File: src/rtl/mem_arbiter_if.sv
// Shared-memory arbiter bus: icache/dcache request/ack ports plus the MainMem port.
// 'slave' is the arbiter's view, 'master' is the environment (caches + memory).
interface mem_arbiter_if;
  logic        ic_req;
  logic [31:0] ic_addr;
  logic        ic_ack;
  logic [31:0] ic_rdata;
  logic        dc_req;
  logic        dc_we;
  logic [31:0] dc_addr;
  logic [31:0] dc_wdata;
  logic        dc_ack;
  logic [31:0] dc_rdata;
  logic        mem_oe;
  logic        mem_we;
  logic [31:0] mem_addr;
  logic [31:0] mem_wdata;
  logic [31:0] mem_rdata;
  logic        mem_ready;
  logic        busy;
  logic        timeout_err;

  modport slave (
    input  ic_req, ic_addr, dc_req, dc_we, dc_addr, dc_wdata, mem_rdata, mem_ready,
    output ic_ack, ic_rdata, dc_ack, dc_rdata, mem_oe, mem_we, mem_addr, mem_wdata,
           busy, timeout_err
  );

  modport master (
    output ic_req, ic_addr, dc_req, dc_we, dc_addr, dc_wdata, mem_rdata, mem_ready,
    input  ic_ack, ic_rdata, dc_ack, dc_rdata, mem_oe, mem_we, mem_addr, mem_wdata,
           busy, timeout_err
  );
endinterface

File: src/rtl/mem_arbiter.sv
// Round-robin arbiter sharing MainMem between icache refill and dcache; one transaction at a time.
// Latency req->ack is 2 cycles minimum; a watchdog aborts a transaction that never sees mem_ready.
module mem_arbiter #(
  parameter int unsigned TIMEOUT_CYCLES = 255,
  parameter int unsigned CNT_W          = 8,
  parameter logic [31:0] ERR_DATA       = 32'hDEADBEEF
) (
  input  logic          clk,
  input  logic          reset,
  mem_arbiter_if.slave  bus
);

  typedef enum logic [1:0] {IDLE, SERVE_I, SERVE_D, DONE} state_t;

  localparam logic [CNT_W:0] TO_LIM = (CNT_W+1)'(TIMEOUT_CYCLES);

  state_t           state_q;
  logic             last_d_q;
  logic             dc_we_q;
  logic [CNT_W-1:0] wd_q;
  logic             ic_ack_q;
  logic             dc_ack_q;
  logic [31:0]      ic_rdata_q;
  logic [31:0]      dc_rdata_q;
  logic             mem_oe_q;
  logic             mem_we_q;
  logic [31:0]      mem_addr_q;
  logic [31:0]      mem_wdata_q;
  logic             busy_q;
  logic             timeout_err_q;

  logic             pick_d;
  logic [CNT_W:0]   wd_inc;
  logic             serve_end;

  // D wins when alone, or on a tie when I was granted last.
  assign pick_d    = bus.dc_req && (!bus.ic_req || !last_d_q);
  assign wd_inc    = {1'b0, wd_q} + (CNT_W+1)'(1);
  assign serve_end = bus.mem_ready || (wd_inc == TO_LIM);

  always_ff @(posedge clk or negedge reset) begin
    if (!reset) begin
      state_q       <= IDLE;
      last_d_q      <= 1'b0;
      dc_we_q       <= 1'b0;
      wd_q          <= '0;
      ic_ack_q      <= 1'b0;
      dc_ack_q      <= 1'b0;
      ic_rdata_q    <= '0;
      dc_rdata_q    <= '0;
      mem_oe_q      <= 1'b0;
      mem_we_q      <= 1'b0;
      mem_addr_q    <= '0;
      mem_wdata_q   <= '0;
      busy_q        <= 1'b0;
      timeout_err_q <= 1'b0;
    end else begin
      case (state_q)
        IDLE: begin
          if (bus.ic_req || bus.dc_req) begin
            busy_q <= 1'b1;
            wd_q   <= '0;
            if (pick_d) begin
              state_q     <= SERVE_D;
              last_d_q    <= 1'b1;
              dc_we_q     <= bus.dc_we;
              mem_addr_q  <= bus.dc_addr;
              mem_wdata_q <= bus.dc_wdata;
              mem_we_q    <= bus.dc_we;
              mem_oe_q    <= !bus.dc_we;
            end else begin
              state_q     <= SERVE_I;
              last_d_q    <= 1'b0;
              dc_we_q     <= 1'b0;
              mem_addr_q  <= bus.ic_addr;
              mem_wdata_q <= '0;
              mem_we_q    <= 1'b0;
              mem_oe_q    <= 1'b1;
            end
          end
        end
        SERVE_I, SERVE_D: begin
          if (serve_end) begin
            state_q  <= DONE;
            mem_oe_q <= 1'b0;
            mem_we_q <= 1'b0;
            if (state_q == SERVE_I) ic_ack_q <= 1'b1;
            else                    dc_ack_q <= 1'b1;
            if (bus.mem_ready) begin
              if (state_q == SERVE_I) ic_rdata_q <= bus.mem_rdata;
              else if (!dc_we_q)      dc_rdata_q <= bus.mem_rdata;
            end else begin
              // Watchdog abort: the requester still gets its ack, with poisoned data.
              timeout_err_q <= 1'b1;
              if (state_q == SERVE_I) ic_rdata_q <= ERR_DATA;
              else                    dc_rdata_q <= ERR_DATA;
            end
          end else begin
            wd_q <= wd_inc[CNT_W-1:0];
          end
        end
        DONE: begin
          state_q  <= IDLE;
          ic_ack_q <= 1'b0;
          dc_ack_q <= 1'b0;
          wd_q     <= '0;
          busy_q   <= 1'b0;
        end
        default: state_q <= IDLE;
      endcase
    end
  end

  assign bus.ic_ack      = ic_ack_q;
  assign bus.dc_ack      = dc_ack_q;
  assign bus.ic_rdata    = ic_rdata_q;
  assign bus.dc_rdata    = dc_rdata_q;
  assign bus.mem_oe      = mem_oe_q;
  assign bus.mem_we      = mem_we_q;
  assign bus.mem_addr    = mem_addr_q;
  assign bus.mem_wdata   = mem_wdata_q;
  assign bus.busy        = busy_q;
  assign bus.timeout_err = timeout_err_q;

endmodule

File: src/flat_wrapper.sv
// flat-port wrapper written by rule: the top's interface ports become plain ports
module mem_arbiter_flat 
#(
  parameter int unsigned TIMEOUT_CYCLES = 255,
  parameter int unsigned CNT_W          = 8,
  parameter logic [31:0] ERR_DATA       = 32'hDEADBEEF
)
  (clk, reset, bus_ic_req, bus_ic_addr, bus_dc_req, bus_dc_we, bus_dc_addr, bus_dc_wdata, bus_mem_rdata, bus_mem_ready, bus_ic_ack, bus_ic_rdata, bus_dc_ack, bus_dc_rdata, bus_mem_oe, bus_mem_we, bus_mem_addr, bus_mem_wdata, bus_busy, bus_timeout_err);
  mem_arbiter_if bus_i ();
  input  logic clk;
  input  logic reset;
  input wire logic [$bits(bus_i.ic_req)-1:0] bus_ic_req;
  input wire logic [$bits(bus_i.ic_addr)-1:0] bus_ic_addr;
  input wire logic [$bits(bus_i.dc_req)-1:0] bus_dc_req;
  input wire logic [$bits(bus_i.dc_we)-1:0] bus_dc_we;
  input wire logic [$bits(bus_i.dc_addr)-1:0] bus_dc_addr;
  input wire logic [$bits(bus_i.dc_wdata)-1:0] bus_dc_wdata;
  input wire logic [$bits(bus_i.mem_rdata)-1:0] bus_mem_rdata;
  input wire logic [$bits(bus_i.mem_ready)-1:0] bus_mem_ready;
  output wire logic [$bits(bus_i.ic_ack)-1:0] bus_ic_ack;
  output wire logic [$bits(bus_i.ic_rdata)-1:0] bus_ic_rdata;
  output wire logic [$bits(bus_i.dc_ack)-1:0] bus_dc_ack;
  output wire logic [$bits(bus_i.dc_rdata)-1:0] bus_dc_rdata;
  output wire logic [$bits(bus_i.mem_oe)-1:0] bus_mem_oe;
  output wire logic [$bits(bus_i.mem_we)-1:0] bus_mem_we;
  output wire logic [$bits(bus_i.mem_addr)-1:0] bus_mem_addr;
  output wire logic [$bits(bus_i.mem_wdata)-1:0] bus_mem_wdata;
  output wire logic [$bits(bus_i.busy)-1:0] bus_busy;
  output wire logic [$bits(bus_i.timeout_err)-1:0] bus_timeout_err;
  assign bus_i.ic_req = bus_ic_req;
  assign bus_i.ic_addr = bus_ic_addr;
  assign bus_i.dc_req = bus_dc_req;
  assign bus_i.dc_we = bus_dc_we;
  assign bus_i.dc_addr = bus_dc_addr;
  assign bus_i.dc_wdata = bus_dc_wdata;
  assign bus_i.mem_rdata = bus_mem_rdata;
  assign bus_i.mem_ready = bus_mem_ready;
  assign bus_ic_ack = bus_i.ic_ack;
  assign bus_ic_rdata = bus_i.ic_rdata;
  assign bus_dc_ack = bus_i.dc_ack;
  assign bus_dc_rdata = bus_i.dc_rdata;
  assign bus_mem_oe = bus_i.mem_oe;
  assign bus_mem_we = bus_i.mem_we;
  assign bus_mem_addr = bus_i.mem_addr;
  assign bus_mem_wdata = bus_i.mem_wdata;
  assign bus_busy = bus_i.busy;
  assign bus_timeout_err = bus_i.timeout_err;
  mem_arbiter #(.TIMEOUT_CYCLES(TIMEOUT_CYCLES), .CNT_W(CNT_W), .ERR_DATA(ERR_DATA)) u_core (.clk(clk), .reset(reset), .bus(bus_i));
endmodule
File: config.mk
export PLATFORM = sky130hd
export DESIGN_NAME = mem_arbiter_flat
export DESIGN_NICKNAME = d
export VERILOG_FILES = /design/src/rtl/mem_arbiter_if.sv /design/src/rtl/mem_arbiter.sv /design/src/flat_wrapper.sv
export SDC_FILE = /design/constraint.sdc
export NUM_CORES = 1
export LEC_CHECK = 0
export ABC_CLOCK_PERIOD_IN_PS = 2300
export BUFFER_PORTS_ARGS = -buffer_cell sky130_fd_sc_hd__buf_2
export CORE_UTILIZATION = 24
export CTS_CLUSTER_SIZE = 20
export DETAILED_ROUTE_END_ITERATION = 10
export PLACE_DENSITY = 0.52
export SETUP_SLACK_MARGIN = 0.1
export SLEW_MARGIN = 15
export SYNTH_ARGS = -nofsm -noshare
export SYNTH_HDL_FRONTEND = slang
export SYNTH_SLANG_ARGS = --single-unit
File: constraint.sdc
create_clock -name clk -period 2.3 [get_ports clk]
set_clock_uncertainty 0.2 [all_clocks]
set_input_delay 0.46 -clock clk [delete_from_list [all_inputs] [get_ports clk]]
set_output_delay 0.46 -clock clk [all_outputs]
set_load 0.01 [all_outputs]
==> flow_summary.yaml, run 1 <==
timing:
  drv_slew: 0
  slew_headroom_pct: 62.6
  rsz0062_at_grt: "yes"
  whs_ns: 0.0516
  final.min_clock_period_ns: 2.38
  tightest_slew_ns: 0.559
  fin_ws_ns: -0.0846
  setup_viol: 55
  post-route-period-util_pct: 104
  fmax_ghz: 0.419
  hold_viol: 0
synth:
  netlist_instances: 517
  synth.largest_area_cell: "dfrtp_1"
  ys_seq_area_share_pct: 57.6
  syn-num-nets: 657
  syn_avg_cell_area_um2: 12.3
  synth_edf_count: 0
  ys_warn_count: 0
  synth-seq-cells: 146
  async_flop_share_pct: 100
  synth.distinct_cells: 51
  synthFlopType: "dfrtp_1"
  ys_top_cells_by_area: "dfrtp_1, a22o_1, mux2i_1"
  yosysTopAreaCellShare_pct: 57.6
  synth_area_um2: 6340
run:
  maxCapViolCount: 0
final_layout:
  syn_to_final_growth_pct: 44.0
  fin_util_pct: 35.2
  layout-drive-gt1-share_pct: 48.4
  antenna_cells: 0
  fin_area_um2: 9140
  fin_nets: 941
worst_setup_path:
  worst-path-max-fanout: 6
  worstSetupPathType: "reg -> reg"
  startpoint_type: "register"
  setup.worst_path.end_class: "register"
  required_ns: 2.46
  cp.arrival_ns: 2.54
route:
  vias_per_cell: 4.61
  wl_per_cell_um: 16.0
  drc: 0
  routed_wl_um: 18400
  drt_iter0_drc: 216
  dr.pass1.iters: 4
  ant_nets: 0
  vias: 5293
clock_tree:
  cts_root_buf: "clkbuf_16"
  cts_buffers: 17
  cts_buffer_depth: 2
  cts-htree-levels: 4
  cts_num_sinks: 146
  cts_tree: "built"
  clk_latency_ns: 0.41
  path_clk_slew_ns: 0.07
placed_design:
  dpl-instance-area_um2: 8320
  hpwl_um: 12900
  globalplace.congestion: 0.774
  port_buffers: 267
power:
  p_per_area_nw_per_um2: 1450
  ir_worst_vdd_v: 0.000512
  p_leak_uw: 0.00439
grt:
  antenna_found_initial: 1
  grt_pass1_vias: 5092
  grt_pass1_wl_um: 27800
  track_usage_pct: 13.2
  grt_overflow: 0
  grt_start_max_net_pins: 46
floorplan:
  coreArea_um2: 26000
  initial_core_util_pct: 24.4
  die-area_um2: 27100
  die_w_um: 165
  row_count: 59
  io_pins: 268
  die_h_um: 165
status:
  status: "finished, violations left"
  violations: "negative setup slack"
worst_hold_path:
  hold_path_class: "in -> reg"
worst paths after layout:
| path | from | endpoint | slack (ns) | cells past startpoint |
|---|---|---|---|---|
| worst max-delay path | u_core.wd_q[0] | u_core.bus.ic_rdata[28] | -0.08 | 8 |
| worst min-delay path | bus_dc_wdata[30] | u_core.bus.mem_wdata[30] | 0.05 | 2 |
| worst max register to register | u_core.wd_q[0] | u_core.bus.ic_rdata[28] | -0.08 | 8 |
| worst min register to register | u_core.bus.mem_addr[5] | u_core.bus.mem_addr[5] | 0.27 | 2 |
| max in group asynchronous | reset | u_core.bus.mem_addr[30] | 0.96 | 3 |
| min in group asynchronous | reset | u_core.bus.ic_rdata[20] | 0.35 | 2 |
power by group:
group / switching [µW] / internal, µW
logic: 2990 / 2810
registers: 784 / 3760
clock network: 1270 / 1660
synthesized netlist by cell type, types with 2 or more instances:
master     instances
dfrtp_1          146
o21ai_0           44
a22o_1            43
nand2_1           39
mux2i_1           34
clkbuf_1          31
o22a_1            25
a2bb2oi_2         20
o22ai_1           20
a22oi_1           11
inv_1             10
nor2_1            10
o2bb2ai_1         10
ha_1               6
buf_1              5
nand3_1            5
a2bb2oi_1          4
buf_6              4
or3_1              4
a21o_1             3
and2_1             3
nand2b_1           3
nor2b_1            3
a21boi_0           2
a31oi_1            2
and4b_1            2
nand4_1            2
nor4_1             2
o21ai_1            2
what timing repair did:
| item | CTS | global route |
|---|---|---|
| setup endpoints to repair | 70 | 72 |
| hold buffers | 1 | 0 |
| endpoints found under the hold margin | 40 | 0 |
| gates resized for setup | 14 | 18 |
| setup buffers | 0 | 2 |
| gates cloned | 0 | 2 |
| pin swaps | 4 | 9 |
placed cells by master, fill, tap and decap left out, types with 4 or more instances in the layout:
master,instances
dfrtp_1,144
o21ai_0,40
nor2_1,9
a22o_1,43
nand3_1,5
inv_1,8
o22ai_1,20
clkbuf_16,18
mux2i_1,34
nand2_1,37
buf_12,6
buf_2,266
buf_6,4
or3_1,4
buf_4,27
o2bb2ai_2,8
o22a_1,25
a2bb2oi_2,22
a22oi_1,10
inv_8,4
ha_1,4
metrics by stage:
stage / setup slack (ns) / setup TNS, ns / power [µW] / instances
floorplan: -0.0228 / -0.626 / 7970 / 517
global placement: -0.0243 / -0.181 / 10200 / 1112
detailed placement: -0.0154 / -0.101 / 10200 / 1112
CTS: -0.0271 / -0.135 / 13300 / 1145
global route: -0.149 / -6.34 / 14200 / 1149
finish: -0.0846 / -2.49 / 13300 / 1149
cells by family after synthesis:
kind of cell | Yosys count | share of synthesized area (%)
AO/OA/AOI/OAI | 200 | 26.1
XOR/XNOR | 1 | 0.138
adder cells (fa/ha/maj) | 6 | 1.18
buffers and inverters | 51 | 3.49
flip-flops | 146 | 57.6
multiplexers | 35 | 5.54
AND/OR/NAND/NOR | 78 | 5.94
sequential cells by signal, summed over array words and instances, names as in the netlist:
register / flops
u_core.bus.busy: 1
u_core.bus.dc_ack: 1
u_core.bus.dc_rdata: 32
u_core.bus.ic_ack: 1
u_core.bus.ic_rdata: 32
u_core.bus.mem_addr: 32
u_core.bus.mem_oe: 1
u_core.bus.mem_wdata: 32
u_core.bus.mem_we: 1
u_core.bus.timeout_err: 1
u_core.dc_we_q: 1
u_core.last_d_q: 1
u_core.state_q: 2
u_core.wd_q: 8
final cells by class:
cell class              instances  area, µm²
clock buffers                  17        425
clock inverters                15        195
fillers                      2643      16800
inverters                      11       41.3
multi-input cells             320       2670
flip-flops and latches        146       3660
well taps                     335        419
repair buffers                305       1730
critical path: stages, from the launching register on:
cell,delay (ns)
dfrtp_2,0.44
inv_2,0.10
ha_4,0.14
nand2_2,0.05
or4_4,0.43
a211o_4,0.38
a21boi_4,0.27
clkbuf_16,0.21
o22a_1,0.12
metal layers:
metal	global-route usage (%)	share of wire [%]	wire [µm]	vias up
met5	0	0.093	17	-
met4	4.21	0.89	164	2
met3	3.74	6.8	1240	11
met2	20.7	46	8480	210
met1	17.6	46	8450	2549
li1	-	-	-	2521
Note: power is estimated with default switching activity, not from simulation.
==> run 2, diff against run 1 <==
Settings changed: SKIP_LAST_GASP set to 1.
==> run 2 against run 1 <==
Sequential cell count unchanged. Global-route usage stayed put. Worst hold slack is essentially flat. The flow still finishes with violations (negative setup slack). Highest routed layer unchanged. Setup slack improved by 0.0019 ns. Via count decreased by 0.11%. Register-to-register slack is essentially flat. Final area fell by 0.27%. Core utilization down 0.096 points. Combinational power shrank 0.7%. Sequential power is essentially flat. Critical path type unchanged. Sequential share of layout area grew 0.11 points. Power is 0.32% lower.
==> flow_summary.yaml, run 2 (synthesis gave the netlist of run 1 again) <==
worst_setup_path:
  critPathSlowestCell: "dfrtp_2"
  worst-path-max-fanout: 6
  worstSetupPathType: "reg -> reg"
  reg2reg_depth: 8
  crit_buf_inv: 2
  critPathTopFamily: "compound AO/OA/AOI/OAI gates"
  setup.worst_path.end_class: "register"
  path_depth: 8
  cpPeakStageDelay_ns: 0.44
  startpoint_type: "register"
  cp.arrival_ns: 2.54
  path_cells: "inv_2, ha_4, nand2_2, or4_4, a211o_4, a21boi_4, clkbuf_16, o22a_1"
  required_ns: 2.46
timing:
  fmax_ghz: 0.420
  final.min_clock_period_ns: 2.38
  tightest_slew_ns: 0.559
  fin_ws_ns: -0.0826
  post-route-period-util_pct: 104
  setup_viol: 54
  rsz0062_at_grt: "yes"
  drv_slew: 0
  slew_headroom_pct: 62.6
  hold_viol: 0
final_layout:
  final_common_cell: "buf_2"
  antenna_cells: 0
  layout_common_cells: "buf_2, dfrtp_1, a22o_1, o21ai_0, nand2_1"
  syn_to_final_growth_pct: 43.6
  fin_nets: 941
  multi_input_area_um2: 2640
  fillerInstances: 2640
  ff_latch_area_um2: 3660
  layout-drive-gt1-share_pct: 48.2
  fin_cells: 1149
clock_tree:
  cts_num_sinks: 146
  cts_root_buf: "clkbuf_16"
  cts-htree-levels: 4
  cts_buffers: 17
  clk_latency_ns: 0.41
  cts_buffer_depth: 2
  cts_tree: "built"
  path_clk_slew_ns: 0.07
placed_design:
  hpwl_um: 12900
  globalplace.congestion: 0.774
  dp.cells: 1112
  post-place-ws_ns: -0.0154
  port_buffers: 267
run:
  maxCapViolCount: 0
grt:
  track_usage_pct: 13.2
  grt_pass1_vias: 5095
  antenna_found_initial: 1
  grt_overflow: 0
  grt_pass1_wl_um: 27800
  grt_start_max_net_pins: 46
status:
  status: "finished, violations left"
  violations: "negative setup slack"
route:
  ant_nets: 0
  drc: 0
  routed_wl_um: 18400
  drt_iter0_drc: 215
  vias_per_cell: 4.60
  vias: 5287
  wl_per_cell_um: 16.0
  dr.pass1.iters: 4
floorplan:
  io_pins: 268
  die_w_um: 165
  die-area_um2: 27100
  initial_core_util_pct: 24.4
  row_count: 59
  die_h_um: 165
  coreArea_um2: 26000
power:
  p_leak_uw: 0.00438
  ir_worst_vdd_v: 0.000511
  p_per_area_nw_per_um2: 1450
worst_hold_path:
  worstHoldPathCells: 2
  hold_path_class: "in -> reg"
## run 2: path summary, 6_finish.rpt
| check | from | end | slack (ns) |
|---|---|---|---|
| max reg2reg | u_core.wd_q[0] | u_core.bus.ic_rdata[28] | -0.08 |
| min reg2reg | u_core.bus.mem_addr[5] | u_core.bus.mem_addr[5] | 0.27 |
| min in group asynchronous | reset | u_core.bus.ic_rdata[20] | 0.35 |
| min | bus_dc_wdata[30] | u_core.bus.mem_wdata[30] | 0.05 |
| max | u_core.wd_q[0] | u_core.bus.ic_rdata[28] | -0.08 |
| max in group asynchronous | reset | u_core.bus.ic_rdata[10] | 0.96 |
## run 2: where the power goes
part / internal [µW] / switching [µW] / total [µW]
clock network: 1660 / 1270 / 2930
logic: 2790 / 2970 / 5760
registers: 3760 / 779 / 4540
total: 8210 / 5020 / 13200
## run 2: metrics by stage
stage	power (µW)	setup TNS, ns	cell area, µm²	util, %	hold WS (ns)
after floorplan	7970	-0.626	6400	-	-0.0356
after global placement	10200	-0.181	8320	32.0	0.236
after detailed placement	10200	-0.101	8320	32.0	0.235
after CTS	13300	-0.135	9000	34.6	0.0220
after global routing	14200	-6.48	9110	35.1	0.0299
final	13200	-2.46	9110	35.1	0.0514
## run 2: timing repair
action | CTS | global route
hold buffers | 1 | 0
cloned | 0 | 2
buffers inserted | 0 | 2
endpoints found under the hold margin | 40 | 0
gates resized for setup | 14 | 13
setup endpoints to repair | 70 | 72
pin swaps | 4 | 8
## run 2: per-layer routing
layer  up-vias  global-route usage (%)  wire length (µm)
met4         2                    4.21               164
li1       2520                       -                 -
met2       203                    20.7              8480
met1      2551                    17.6              8470
met5         -                       0                17
met3        11                    3.74              1220
## run 2: cell type report
cell class	count	area share, %
multi-input combinational	320	29.0
clock inverter	15	2.14
clock buffer	17	4.67
inverter	11	0.453
sequential	146	40.1
tap	335	4.60
timing repair buffer	305	19.0
